<file path="config.mk">
export PLATFORM = sky130hd
export DESIGN_NAME = pipe_skid_stage
export DESIGN_NICKNAME = d
export VERILOG_FILES = /design/src/rtl/pipe_skid_stage_pkg.sv /design/src/rtl/pipe_skid_stage_sat_counter.sv /design/src/rtl/pipe_skid_stage.sv
export SDC_FILE = /design/constraint.sdc
export NUM_CORES = 1
export LEC_CHECK = 0
export BUFFER_PORTS_ARGS = -buffer_cell sky130_fd_sc_hd__buf_4
export CORE_MARGIN = 2
export CORE_UTILIZATION = 40
export DETAILED_ROUTE_END_ITERATION = 10
export GPL_ROUTABILITY_DRIVEN = 0
export PLACE_DENSITY = 0.63
export SYNTH_ARGS = -nofsm -noshare
export SYNTH_HDL_FRONTEND = slang
export SYNTH_SLANG_ARGS = --single-unit
</file>
<file path="constraint.sdc">
create_clock -name clk -period 2.95 [get_ports clk]
set_input_delay 0.4425 -clock clk [delete_from_list [all_inputs] [get_ports clk]]
set_output_delay 0.4425 -clock clk [all_outputs]
set_load 0.05 [all_outputs]
</file>
<file path="src/rtl/pipe_skid_stage_pkg.sv">
// pipe_skid_stage_pkg: shared state encoding and default widths for the skid stage
package pipe_skid_stage_pkg;
    localparam int DEF_DATA_W = 32;
    localparam int DEF_CNT_W  = 16;
    // Encoding equals the number of held entries, so occupancy is the state itself.
    typedef enum logic [1:0] {
        EMPTY = 2'd0,
        FULL  = 2'd1,
        SKID  = 2'd2
    } skid_state_t;
endpackage

</file>
<file path="src/rtl/pipe_skid_stage_sat_counter.sv">
// sat_counter: saturating up-counter with synchronous clear
//   clk, reset : clock, sync active-high reset
//   inc        : count up by one this cycle (ignored at all-ones)
//   clr        : force to zero next cycle, overriding inc
//   count      : current value
module sat_counter #(
    parameter int CNT_W = 16
) (
    input  logic             clk,
    input  logic             reset,
    input  logic             inc,
    input  logic             clr,
    output logic [CNT_W-1:0] count
);
    always_ff @(posedge clk) begin
        if (reset || clr)
            count <= '0;
        else if (inc && ~&count)
            count <= count + 1'b1;
    end
endmodule

</file>
<file path="src/rtl/pipe_skid_stage.sv">
// pipe_skid_stage: two-entry registered skid buffer with flush and stall statistics
//   clk, reset              : clock, sync active-high reset
//   flush                   : drop all held entries and the input offered this cycle
//   clr_stats               : zero stall_cycles
//   in_valid/in_ready/in_data    : upstream handshake; in_ready is a flop decode
//   out_valid/out_ready/out_data : downstream handshake; out_data is the main register
//   occupancy               : held entries 0..2
//   stall_cycles            : saturating count of out_valid && !out_ready cycles
module pipe_skid_stage
    import pipe_skid_stage_pkg::*;
#(
    parameter int DATA_W = DEF_DATA_W,
    parameter int CNT_W  = DEF_CNT_W
) (
    input  logic              clk,
    input  logic              reset,
    input  logic              flush,
    input  logic              clr_stats,
    input  logic              in_valid,
    output logic              in_ready,
    input  logic [DATA_W-1:0] in_data,
    output logic              out_valid,
    input  logic              out_ready,
    output logic [DATA_W-1:0] out_data,
    output logic [1:0]        occupancy,
    output logic [CNT_W-1:0]  stall_cycles
);
    skid_state_t       state, state_nx;
    logic [DATA_W-1:0] main_q, main_nx, skid_q, skid_nx;
    logic              accept, xfer;

    // Handshake outputs decode only the state flop, so out_ready never reaches in_ready.
    assign out_valid = state != EMPTY;
    assign in_ready  = state != SKID;
    assign occupancy = state;
    assign out_data  = main_q;
    assign accept    = in_valid && in_ready;
    assign xfer      = out_valid && out_ready;

    always_ff @(posedge clk) begin
        if (reset) begin
            state  <= EMPTY;
            main_q <= '0;
            skid_q <= '0;
        end else begin
            state  <= state_nx;
            main_q <= main_nx;
            skid_q <= skid_nx;
        end
    end

    always_comb begin
        state_nx = state;
        main_nx  = main_q;
        skid_nx  = skid_q;
        if (flush) begin
            state_nx = EMPTY;
            main_nx  = '0;
            skid_nx  = '0;
        end else begin
            case (state)
                EMPTY: if (accept) begin
                    state_nx = FULL;
                    main_nx  = in_data;
                end
                FULL: begin
                    if (xfer && accept)
                        main_nx = in_data;
                    else if (xfer)
                        state_nx = EMPTY;
                    else if (accept) begin
                        state_nx = SKID;
                        skid_nx  = in_data;
                    end
                end
                SKID: if (xfer) begin
                    state_nx = FULL;
                    main_nx  = skid_q;
                end
                default: state_nx = EMPTY;
            endcase
        end
    end

    sat_counter #(.CNT_W(CNT_W)) u_stall (
        .clk  (clk),
        .reset(reset),
        .inc  (out_valid && !out_ready),
        .clr  (clr_stats),
        .count(stall_cycles)
    );
endmodule

</file>
==> results of run 1 <==
layout by cell type, fill, tap and decap left out, types with 7 or more instances in the layout:
| cell type | Yosys | layout |
|---|---|---|
| buf_4 | 0 | 96 |
| dfxtp_1 | 82 | 82 |
| nand2_1 | 75 | 75 |
| a21oi_1 | 43 | 43 |
| nor2_1 | 37 | 37 |
| mux2i_1 | 36 | 36 |
| a211oi_1 | 33 | 33 |
| clkbuf_8 | 0 | 9 |
| or3_1 | 8 | 8 |
| nand4_1 | 7 | 7 |
final cells by class:
type | instances | area [um2] | area share (%)
multi-input combinational | 289 | 1730 | 39.0
clock inverter | 6 | 48.8 | 1.10
clock buffer | 10 | 128 | 2.89
timing repair buffer | 97 | 741 | 16.7
inverter | 1 | 3.75 | 0.0849
tap | 108 | 135 | 3.06
sequential | 82 | 1640 | 37.1
per-layer routing:
metal  GRT usage [%]  routed length [um]  vias to the layer above  share of wire [%]
li1                -                   -                     1586                  -
met1            22.6                3810                     1451                 47
met2            27.4                3820                       59                 47
met3            4.03                 393                        9                4.8
met4            7.05                 103                        0                1.3
met5               0                   0                        -                  0
worst max-delay path by stage:
stage	from	to	slack, ns	cells past startpoint
after floorplan	occupancy[0]	u_stall.count[9]	0.78	6
after global placement	out_ready	u_stall.count[9]	0.98	5
after detailed placement	in_valid	out_data[14]	0.91	6
after CTS	occupancy[0]	in_ready	0.89	2
after global routing	occupancy[0]	in_ready	0.83	2
final	occupancy[0]	in_ready	0.92	2
power breakdown:
part,internal [mW],switching (mW),leakage [nW]
registers,1.13,0.0174,0.665
clock network,0.315,0.422,0.0799
logic,0.107,0.192,1.13
cells by family after synthesis:
group / synth area share (%)
muxes: 10.3
buffers and inverters: 4.26
AOI/OAI and AO/OA: 17.4
DFF: 47.0
adders and majority gates: 0.358
and+or+nand+nor: 20.7
flip-flops by register name (all words and copies together), names as in the netlist:
register / cells
u_stall.count: 16
skid_q: 32
out_data: 32
occupancy: 2
critical path, stage by stage, from the launching register on:
cell and delay [ns]:
dfxtp_1 0.56, nand2b_2 0.41, buf_4 0.27
per-stage QoR:
stage	cell area [um2]	cells	setup slack [ns]	util, %
floorplan	3490	404	0.781	-
global placement	4250	577	0.980	49.4
detailed placement	4250	577	0.905	49.4
CTS	4420	593	0.892	51.5
global route	4420	593	0.827	51.5
finish	4420	593	0.921	51.5
==> metrics.md, run 1 <==
| Metric | Value |
|---|---|
| Layout Skew | 0.0110 ns |
| DP HPWL | 5.46 mm |
| Num CTS Buffers | 9 |
| WHS Endpoint | occupancy[1] |
| RSZ-0062 raised after global routing | no |
| Power density over the cells | approximately 500 nW/um2 |
| Drt wl/cell | ~14 um |
| Synth async-reset ratio | 0% |
| Minimum clock period after layout | between 2 and 2.5 ns |
| Via-to-Cell Ratio | 5.24 |
| Post-CTS setup buffers | 0 |
| Area leader, netlist | dfxtp_1 |
| Die width | approximately 97 um |
| Vias | 3105 |
| I/O Pins | 90 |
| Synth Instances | 404 |
| Root buf cell | clkbuf_8 |
| Total Die Area | 9500 um2 |
| Clock tree buffer depth | 2 |
| Initial antenna violation count | 0 |
| Endpoints failing hold | 0 |
| # H-tree levels | 3 |
| Critical Path AT | 1.59 ns |
| Sum Neg Setup Slack | 0 ns |
| First-pass GRT wire length | 13.5 mm |
| Nets | 519 |
| Hold Path Cell Cnt | 2 |
| Vias in the first global route | 2815 |
| Largest net degree at the start of global routing | 65 |
| Clk_lat worst skew | approximately 0.35 ns |
| Crit path capture type | primary output |
| Most instantiated library cell after synthesis | dfxtp_1 |
| Slew Viols, Final | 0 |
| Layout cells sized above 1 | roughly a quarter |
| Critical Path RT | 2.51 ns |
| Grt ovf | 0 |
| CTS tree | built |
| Critical Path Fanout Max | 10 |
| Post-synth EDFFs | 0 |
| DRC | 0 |
| Fillers | 824 |
| Least-Margin Pin Slew | 0.648 ns |
| Port Buffer Count | 89 |
| Relative slew margins | 56.8% |
| Final wirelength | 8.13 mm |
| Post-synth top area share | 47.0% |
| Crit path kind | reg -> out |
| Initial Util | 40.7% |
| Netlist cell types | 37 |
| Cts repair resizes | 0 |
| Hold Slack | roughly 0.33 ns |
| Num rows | 34 |
| Hold Path Class | in -> reg |
| CTS Sinks | 82 |
| Post-Syn Area per Cell | 8.65 um2 |
| Core area | 8590 um2 |
| LEAKAGE | between 1.5 and 2 nW |
| Max cap viols | 0 |
| Area Overhead vs Synth | 26.6% |
| Total global-route track usage | between 10% and 20% |
| Flop2flop setup slack | 1.02 ns |
| Routed Antenna Nets | 0 |
| First-pass detailed-route iteration total | 4 |
| Worst-path clk slew | 0.08 ns |
| Status | finished clean |
| Prevailing post-synth register cell | dfxtp_1 |
| Tcrit/Tclk final | just under 70% |
| Worst VDD drop | approximately 0.22 mV |
| Setup violations, final | 0 |
| Synth Register Bits | around 80 |
| Largest cells by area after synthesis | dfxtp_1, mux2i_1, nand2_1, a211oi_1, a21oi_1 |
| Worst r2r dst | u_stall.count[9] |
| Synth cell count leaders | dfxtp_1, nand2_1, a21oi_1 |
| Overall Power | 2.19 mW |
| Register area share after synthesis | 47.0% |
| Hold path start | out_ready |
| Mapped Area | 3490 um2 |
| Antenna cells | 0 |
| Reg-to-reg startpoint | occupancy[0] |
| FF-to-FF path depth | 4 |
| CTS Hold Buffers Added | 0 |
| Synth warnings | 0 |
| Die Y | 97.5 um |
| Post-Syn Nets | 443 |
| Fmax | between 0.4 and 0.5 GHz |
| DRT iter0 DRCs | 99 |
| CP Launch Type | register |
Note: power is estimated with default switching activity, not from simulation.
==> run 2: changes to the inputs <==
--- a/config.mk
+++ b/config.mk
@@ -5,12 +5,13 @@
 export SDC_FILE = /design/constraint.sdc
 export NUM_CORES = 1
 export LEC_CHECK = 0
+export ABC_AREA = 1
 export BUFFER_PORTS_ARGS = -buffer_cell sky130_fd_sc_hd__buf_4
 export CORE_MARGIN = 2
 export CORE_UTILIZATION = 40
 export DETAILED_ROUTE_END_ITERATION = 10
 export GPL_ROUTABILITY_DRIVEN = 0
-export PLACE_DENSITY = 0.63
+export PLACE_DENSITY = 0.62
 export SYNTH_ARGS = -nofsm -noshare
 export SYNTH_HDL_FRONTEND = slang
 export SYNTH_SLANG_ARGS = --single-unit
==> constraint.sdc (replaced) <==
create_clock -name clk -period 2.1 [get_ports clk]
set_input_delay 0.315 -clock clk [delete_from_list [all_inputs] [get_ports clk]]
set_output_delay 0.315 -clock clk [all_outputs]
set_load 0.05 [all_outputs]
==> metrics.md, run 2 <==
| Metric | Value |
|---|---|
| Routed Antenna Nets | 0 (unchanged) |
| I/O Pins | 90 (unchanged) |
| Initial Util | 41.3% (+0.59 points) |
| Seq pwr share | 49.7% (-2.9 points) |
| LEAKAGE | 1.94 nW (+3.3%) |
| Num rows | 35 (+2.9%) |
| Nets | 657 (+27%) |
| Max cap viols | 0 (unchanged) |
| Clock tree buffer depth | 2 (unchanged) |
| Setup ws final | 0.148 ns (-0.774 ns) |
| Worst-path clk slew | 0.08 ns (about the same) |
| Synth cell count leaders | nand2_1, dfxtp_1, nor2_1 |
| Worst path slowest cell | dfxtp_1 |
| Synth Instances | 541 (+34%) |
| CP Cell Sequence | inv_2, nor2_4, inv_6, buf_4 |
| Combinational share of power | 11.1% (-2.6 points) |
| RSZ-0062 raised after global routing | no |
| Setup WS pre-CTS | 0.296 ns (-0.609 ns) |
| Die width | 102 um (+4.3%) |
| Layout Skew | 0.0138 ns (+0.00283 ns) |
| Area Overhead vs Synth | 23.7% |
| Most instantiated library cell after synthesis | nand2_1 |
| First-pass detailed-route iteration total | 4 (unchanged) |
| Most frequent cells in the layout | nand2_1, buf_4, dfxtp_1, nor2_1, a21oi_1 |
| Die Y | 102 um (+4.3%) |
| Synth async-reset ratio | 0% (unchanged) |
| Switch share | 25.0% (-3.9 points) |
| CTS tree | built |
| Critical Path RT | 1.78 ns (-0.73 ns) |
| Sum Neg Setup Slack | 0 ns (unchanged) |
| Port Buffer Count | 89 (unchanged) |
| Drt wl/cell | 11.9 um (-13%) |
| Post-synth top area share | 43.1% (-3.9 points) |
| Netlist cell types | 26 (-30%) |
| Synth Register Bits | 82 (unchanged) |
| Hold Slack | 0.244 ns (-0.0855 ns) |
| Crit path kind | reg -> out |
| Core area | 9240 um2 (+7.5%) |
| Status | finished clean |
| Critical Path AT | 1.64 ns (+0.05 ns) |
| DRT iter0 DRCs | 121 (+22%) |
| CP Launch Type | register |
| DP HPWL | 6.10 mm (+12%) |
| Final wirelength | 8.92 mm (+9.8%) |
| Initial antenna violation count | 0 (unchanged) |
| Post-synth EDFFs | 0 (unchanged) |
| Num CTS Buffers | 9 (unchanged) |
| Slew Viols, Final | 0 (unchanged) |
| Vias | 3534 (+14%) |
| Crit path largest cell delay | 0.43 ns (-0.13 ns) |
| Switching power | 0.805 mW (+27%) |
| Hold Path Class | in -> reg |
| Layout cells sized above 1 | 21.3% (-3.4 points) |
| Worst VDD drop | 0.290 mV (+32%) |
| Critical Path Fanout Max | 58 (+48) |
| Vias in the first global route | 3197 (+14%) |
| Least-Margin Pin Slew | 0.741 ns (+0.0931 ns) |
| Most common cell after layout, fill and taps aside | nand2_1 |
| Grt ovf | 0 (unchanged) |
| Post-CTS setup buffers | 0 (unchanged) |
| Endpoints failing hold | 0 (unchanged) |
| First-pass GRT wire length | 14.8 mm (+9.6%) |
| Fmax | 0.512 GHz |
| Synth warnings | 0 (unchanged) |
| Mapped Area | 3810 um2 (+9.1%) |
| Power density over the cells | 682 nW/um2 (+38%) |
| Post-Syn Nets | 580 (+31%) |
| Root buf cell | clkbuf_8 |
| Total global-route track usage | 17.6% (+0.40 points) |
| CTS Sinks | 82 (unchanged) |
| DRC | 0 (unchanged) |
| Clock power frac | 39.3% (+5.6 points) |
| Register area share after synthesis | 43.1% (-3.9 points) |
| Largest net degree at the start of global routing | 67 (+3.1%) |
| Setup violations, final | 0 (unchanged) |
| # H-tree levels | 3 (unchanged) |
| Total Die Area | 10300 um2 (+8.7%) |
| Relative slew margins | 50.6% (-6.2 points) |
| Clk_lat worst skew | 0.34 ns (about the same) |
| Via-to-Cell Ratio | 4.70 (-10%) |
| Antenna cells | 0 (unchanged) |
| Largest cells by area after synthesis | dfxtp_1, nand2_1, nor2_1, a21oi_1, inv_1 |
| Tcrit/Tclk final | just over 90% |
| Prevailing post-synth register cell | dfxtp_1 |
| Area leader, netlist | dfxtp_1 |
| Minimum clock period after layout | ~2.0 ns |
| Post-Syn Area per Cell | 7.05 um2 (-19%) |
| Crit path capture type | primary output |
| Internal | 2.41 mW (+55%) |
[run 2: changes by cell type in the layout (fill, tap and decap cells not counted), moves of 8 or more]
cell,delta
mux2i_1,-36
or3_1,-8
inv_1,+47
a21oi_1,+9
a211oi_1,-18
a211oi_2,+10
nand3_1,+15
nand2_1,+91
o21ai_0,+19
nor2_1,+38
[run 2: kinds of logic after synthesis]
family	synth area share (%)
AO/OA/AOI/OAI	17.5
adder cells (fa/ha/maj)	0.328
flip-flops	43.1
buffers and inverters	10.2
XOR/XNOR	0.230
AND/OR/NAND/NOR	28.6
[run 2: critical path: cells and delay by family (launching register included)]
kind | cells | cell delay [ns]
buffers and inverters | 3 | 0.56
DFF | 1 | 0.43
and+or+nand+nor | 1 | 0.28
[run 2: layout make-up]
cell class | count | area (um2)
repair buffers | 93 | 711
multi-input cells | 380 | 1780
clock inverters | 4 | 75.1
flip-flops and latches | 82 | 1640
fillers | 941 | 4520
inverters | 52 | 200
well taps | 129 | 161
clock buffers | 12 | 145
[run 2: layer usage]
layer,part of all wire (%),vias up,global-route usage (%)
met4,0.80,0,5.61
li1,-,1878,-
met1,49,1593,24.4
met3,3.5,7,2.62
met5,0,-,0
met2,47,56,28.3
[run 2: metrics by stage]
step / utilization, % / instances / instance area (um2) / power [mW]
after floorplan: - / 541 / 3810 / 1.87
after global placement: 48.6 / 736 / 4490 / 1.99
after detailed placement: 48.6 / 736 / 4490 / 1.99
after CTS: 51.0 / 752 / 4710 / 3.26
after global routing: 51.0 / 752 / 4720 / 3.35
final: 51.0 / 752 / 4720 / 3.22
[run 2: power groups by stage]
stage | Clock [mW] | Combinational [mW] | Sequential (mW)
floorplan | 0 | 0.162 | 1.71
global placement | 0 | 0.355 | 1.63
detailed placement | 0 | 0.360 | 1.63
CTS | 1.31 | 0.360 | 1.60
global route | 1.36 | 0.391 | 1.60
finish | 1.26 | 0.356 | 1.60
[run 2: final timing paths]
check | slack (ns) | cells past startpoint | to | start
min | 0.24 | 3 | skid_q[26] | in_data[26]
min reg2reg | 0.46 | 2 | skid_q[19] | skid_q[19]
max | 0.15 | 4 | in_ready | occupancy[1]
max reg2reg | 0.25 | 6 | out_data[10] | occupancy[1]
[run 2: timing repair]
item                                   CTS  global route
setup endpoints to repair                0             1
resized for setup                        0             1
hold buffers                             0             0
endpoints found under the hold margin    0             0
==> run 3: changes to the inputs <==
--- a/config.mk
+++ b/config.mk
@@ -6,7 +6,7 @@
 export NUM_CORES = 1
 export LEC_CHECK = 0
 export ABC_AREA = 1
-export BUFFER_PORTS_ARGS = -buffer_cell sky130_fd_sc_hd__buf_4
+export BUFFER_PORTS_ARGS = -buffer_cell sky130_fd_sc_hd__buf_2
 export CORE_MARGIN = 2
 export CORE_UTILIZATION = 40
 export DETAILED_ROUTE_END_ITERATION = 10
==> metrics.md, run 3 (synthesis results as in run 2) <==
| Metric | Value |
|---|---|
| Initial Util | 41.3% (unchanged) |
| Worst-path clk slew | 0.08 ns (about the same) |
| Antenna cells | 0 (unchanged) |
| Drt wl/cell | 11.7 um (-1.8%) |
| Vias | 3526 (-0.23%) |
| Largest net degree at the start of global routing | 67 (unchanged) |
| Fillers | 973 (+3.4%) |
| Die Y | 102 um (unchanged) |
| Flip-flop and latch area | 1640 um2 (unchanged) |
| Met1 usage | 23.1% (-1.3 points) |
| Core area | 9240 um2 (unchanged) |
| Worst setup path start | occupancy[1] |
| Nets | 659 (+0.30%) |
| Vias in the first global route | 3173 (-0.75%) |
| Endpoints failing hold | 0 (unchanged) |
| Fmax | 0.511 GHz (-0.16%) |
| Multi-input gate area in the final layout | 1780 um2 (unchanged) |
| Area Overhead vs Synth | 17.6% |
| Status | finished clean |
| Most common cell after layout, fill and taps aside | nand2_1 |
| CTS Hold Buffers Added | 0 (unchanged) |
| Switching power | 0.845 mW (+5.0%) |
| First-pass GRT wire length | 14.5 mm (-2.6%) |
| Root buf cell | clkbuf_8 |
| Most frequent cells in the layout | nand2_1, buf_2, dfxtp_1, nor2_1, a21oi_1 |
| First-pass detailed-route iteration total | 4 (unchanged) |
| # H-tree levels | 3 (unchanged) |
| Least-Margin Pin Slew | 0.734 ns (-0.00648 ns) |
| Layout Skew | 0.0136 ns (-0.000233 ns) |
| Via-to-Cell Ratio | 4.68 (-0.49%) |
| CTS tree | built |
| Internal | 2.12 mW (-12%) |
| Hold Path Class | in -> reg |
| Worst r2r dst | out_data[27] |
| Tcrit/Tclk final | 93.1% (+0.15 points) |
| Layout cells sized above 1 | 21.9% (+0.57 points) |
| Crit path kind | reg -> out |
| Critical Path AT | 1.64 ns (about the same) |
| Grt met3 use | 3.38% (+0.76 points) |
| Num rows | 35 (unchanged) |
| RSZ-0062 raised after global routing | no |
| Final wirelength | 8.79 mm (-1.5%) |
| Slew Viols, Final | 0 (unchanged) |
| Clock power frac | 35.3% (-4.0 points) |
| Port Buffer Count | 89 (unchanged) |
| Crit path capture type | primary output |
| CTS Sinks | 82 (unchanged) |
| DRT iter0 DRCs | 103 (-15%) |
| Critical Path RT | 1.78 ns (about the same) |
| Seq pwr share | 53.7% (+4.0 points) |
| Routed Antenna Nets | 0 (unchanged) |
| DP HPWL | 6.06 mm (-0.64%) |
| Die width | 102 um (unchanged) |
| Design Area, Final | 4480 um2 (-4.9%) |
| Relative slew margins | 51.0% (+0.43 points) |
| Hold path start | in_data[26] |
| Setup violations, final | 0 (unchanged) |
| Minimum clock period after layout | 1.96 ns (+0.00311 ns) |
| LEAKAGE | 1.91 nW (-1.5%) |
| Hold Path Cell Cnt | 3 (unchanged) |
| Dpl cell area | 4270 um2 (-5.0%) |
| DRC | 0 (unchanged) |
| Reg-to-reg startpoint | occupancy[1] |
| I/O Pins | 90 (unchanged) |
| Combinational share of power | 10.9% (-0.2 points) |
| Clock tree buffer depth | 2 (unchanged) |
| Power density over the cells | 662 nW/um2 (-2.8%) |
| Sum Neg Setup Slack | 0 ns (unchanged) |
| FF-to-FF path depth | 7 (+1) |
| Switch share | 28.5% (+3.4 points) |
| Worst VDD drop | 0.285 mV (-1.8%) |
| Grt ovf | 0 (unchanged) |
| WHS Endpoint | skid_q[26] |
| Most used routing layer | met2 |
| Grt met2 use | 28.2% (-0.10 points) |
| Max cap viols | 0 (unchanged) |
| Total Die Area | 10300 um2 (unchanged) |
| Clk_lat worst skew | 0.35 ns (about the same) |
| CP Launch Type | register |
| Critical Path Fanout Max | 58 (unchanged) |
| Flop2flop setup slack | 0.33 ns (+0.08 ns) |
| Num CTS Buffers | 9 (unchanged) |
| Total global-route track usage | 17.4% (-0.22 points) |
| Initial antenna violation count | 0 (unchanged) |
==> run 3: cell count changes in the layout (fill, tap and decap cells not counted), sizes merged <==
cell | previous run | this run
bufinv | 2 | 0
inv | 52 | 56
clkinv | 0 | 2
buf | 93 | 95
clkinvlp | 2 | 1
clkbuf | 12 | 9
==> run 3: critical path, cell delays in order (launching register included) <==
cell,delay [ns]
dfxtp_1,0.37
inv_2,0.10
nor2_4,0.04
buf_12,0.14
inv_6,0.30
buf_2,0.34
==> run 3: power by group through the flow <==
stage | clock network, mW | registers, mW | logic (mW)
after floorplan | 0 | 1.71 | 0.162
after global placement | 0 | 1.63 | 0.323
after detailed placement | 0 | 1.63 | 0.326
after CTS | 1.10 | 1.60 | 0.327
after global routing | 1.17 | 1.60 | 0.362
final | 1.05 | 1.60 | 0.325
==> run 3: cell type report <==
type	instances	share of cell area, %
Clock buffer	9	2.76
Clock inverter	7	1.31
Inverter	52	4.46
Multi-Input combinational cell	380	39.8
Sequential cell	82	36.6
Tap cell	129	3.60
Timing Repair Buffer	95	11.5
==> run 3: worst max path at each step <==
stage	to	slack [ns]	cells after the start
final	in_ready	0.14	5
after CTS	in_ready	0.02	4
after global routing	in_ready	0.02	5
after floorplan	u_stall.count[15]	0.26	7
after detailed placement	out_data[14]	0.24	6
after global placement	out_data[6]	0.35	6
==> run 3: metrics by stage <==
stage               util (%)  hold slack [ns]  total power [mW]  worst slack, ns  cells
floorplan                  -            0.434              1.87            0.257    541
global placement        46.2            0.446              1.95            0.347    736
detailed placement      46.2            0.451              1.96            0.242    736
CTS                     48.2            0.212              3.02           0.0204    752
global route            48.5            0.218              3.13           0.0225    754
finish                  48.5            0.225              2.97            0.144    754
==> run 3: repair_timing <==
item	CTS	global route
gates resized for setup	0	1
buffers inserted	0	2
endpoints found under the hold margin	0	0
setup endpoints to repair	0	1
==> run 3: layer usage <==
| layer | wire length, um | vias to the layer above |
|---|---|---|
| met4 | 31 | 0 |
| met3 | 418 | 2 |
| li1 | - | 1883 |
| met2 | 4060 | 72 |
| met5 | 0 | - |
| met1 | 4280 | 1569 |
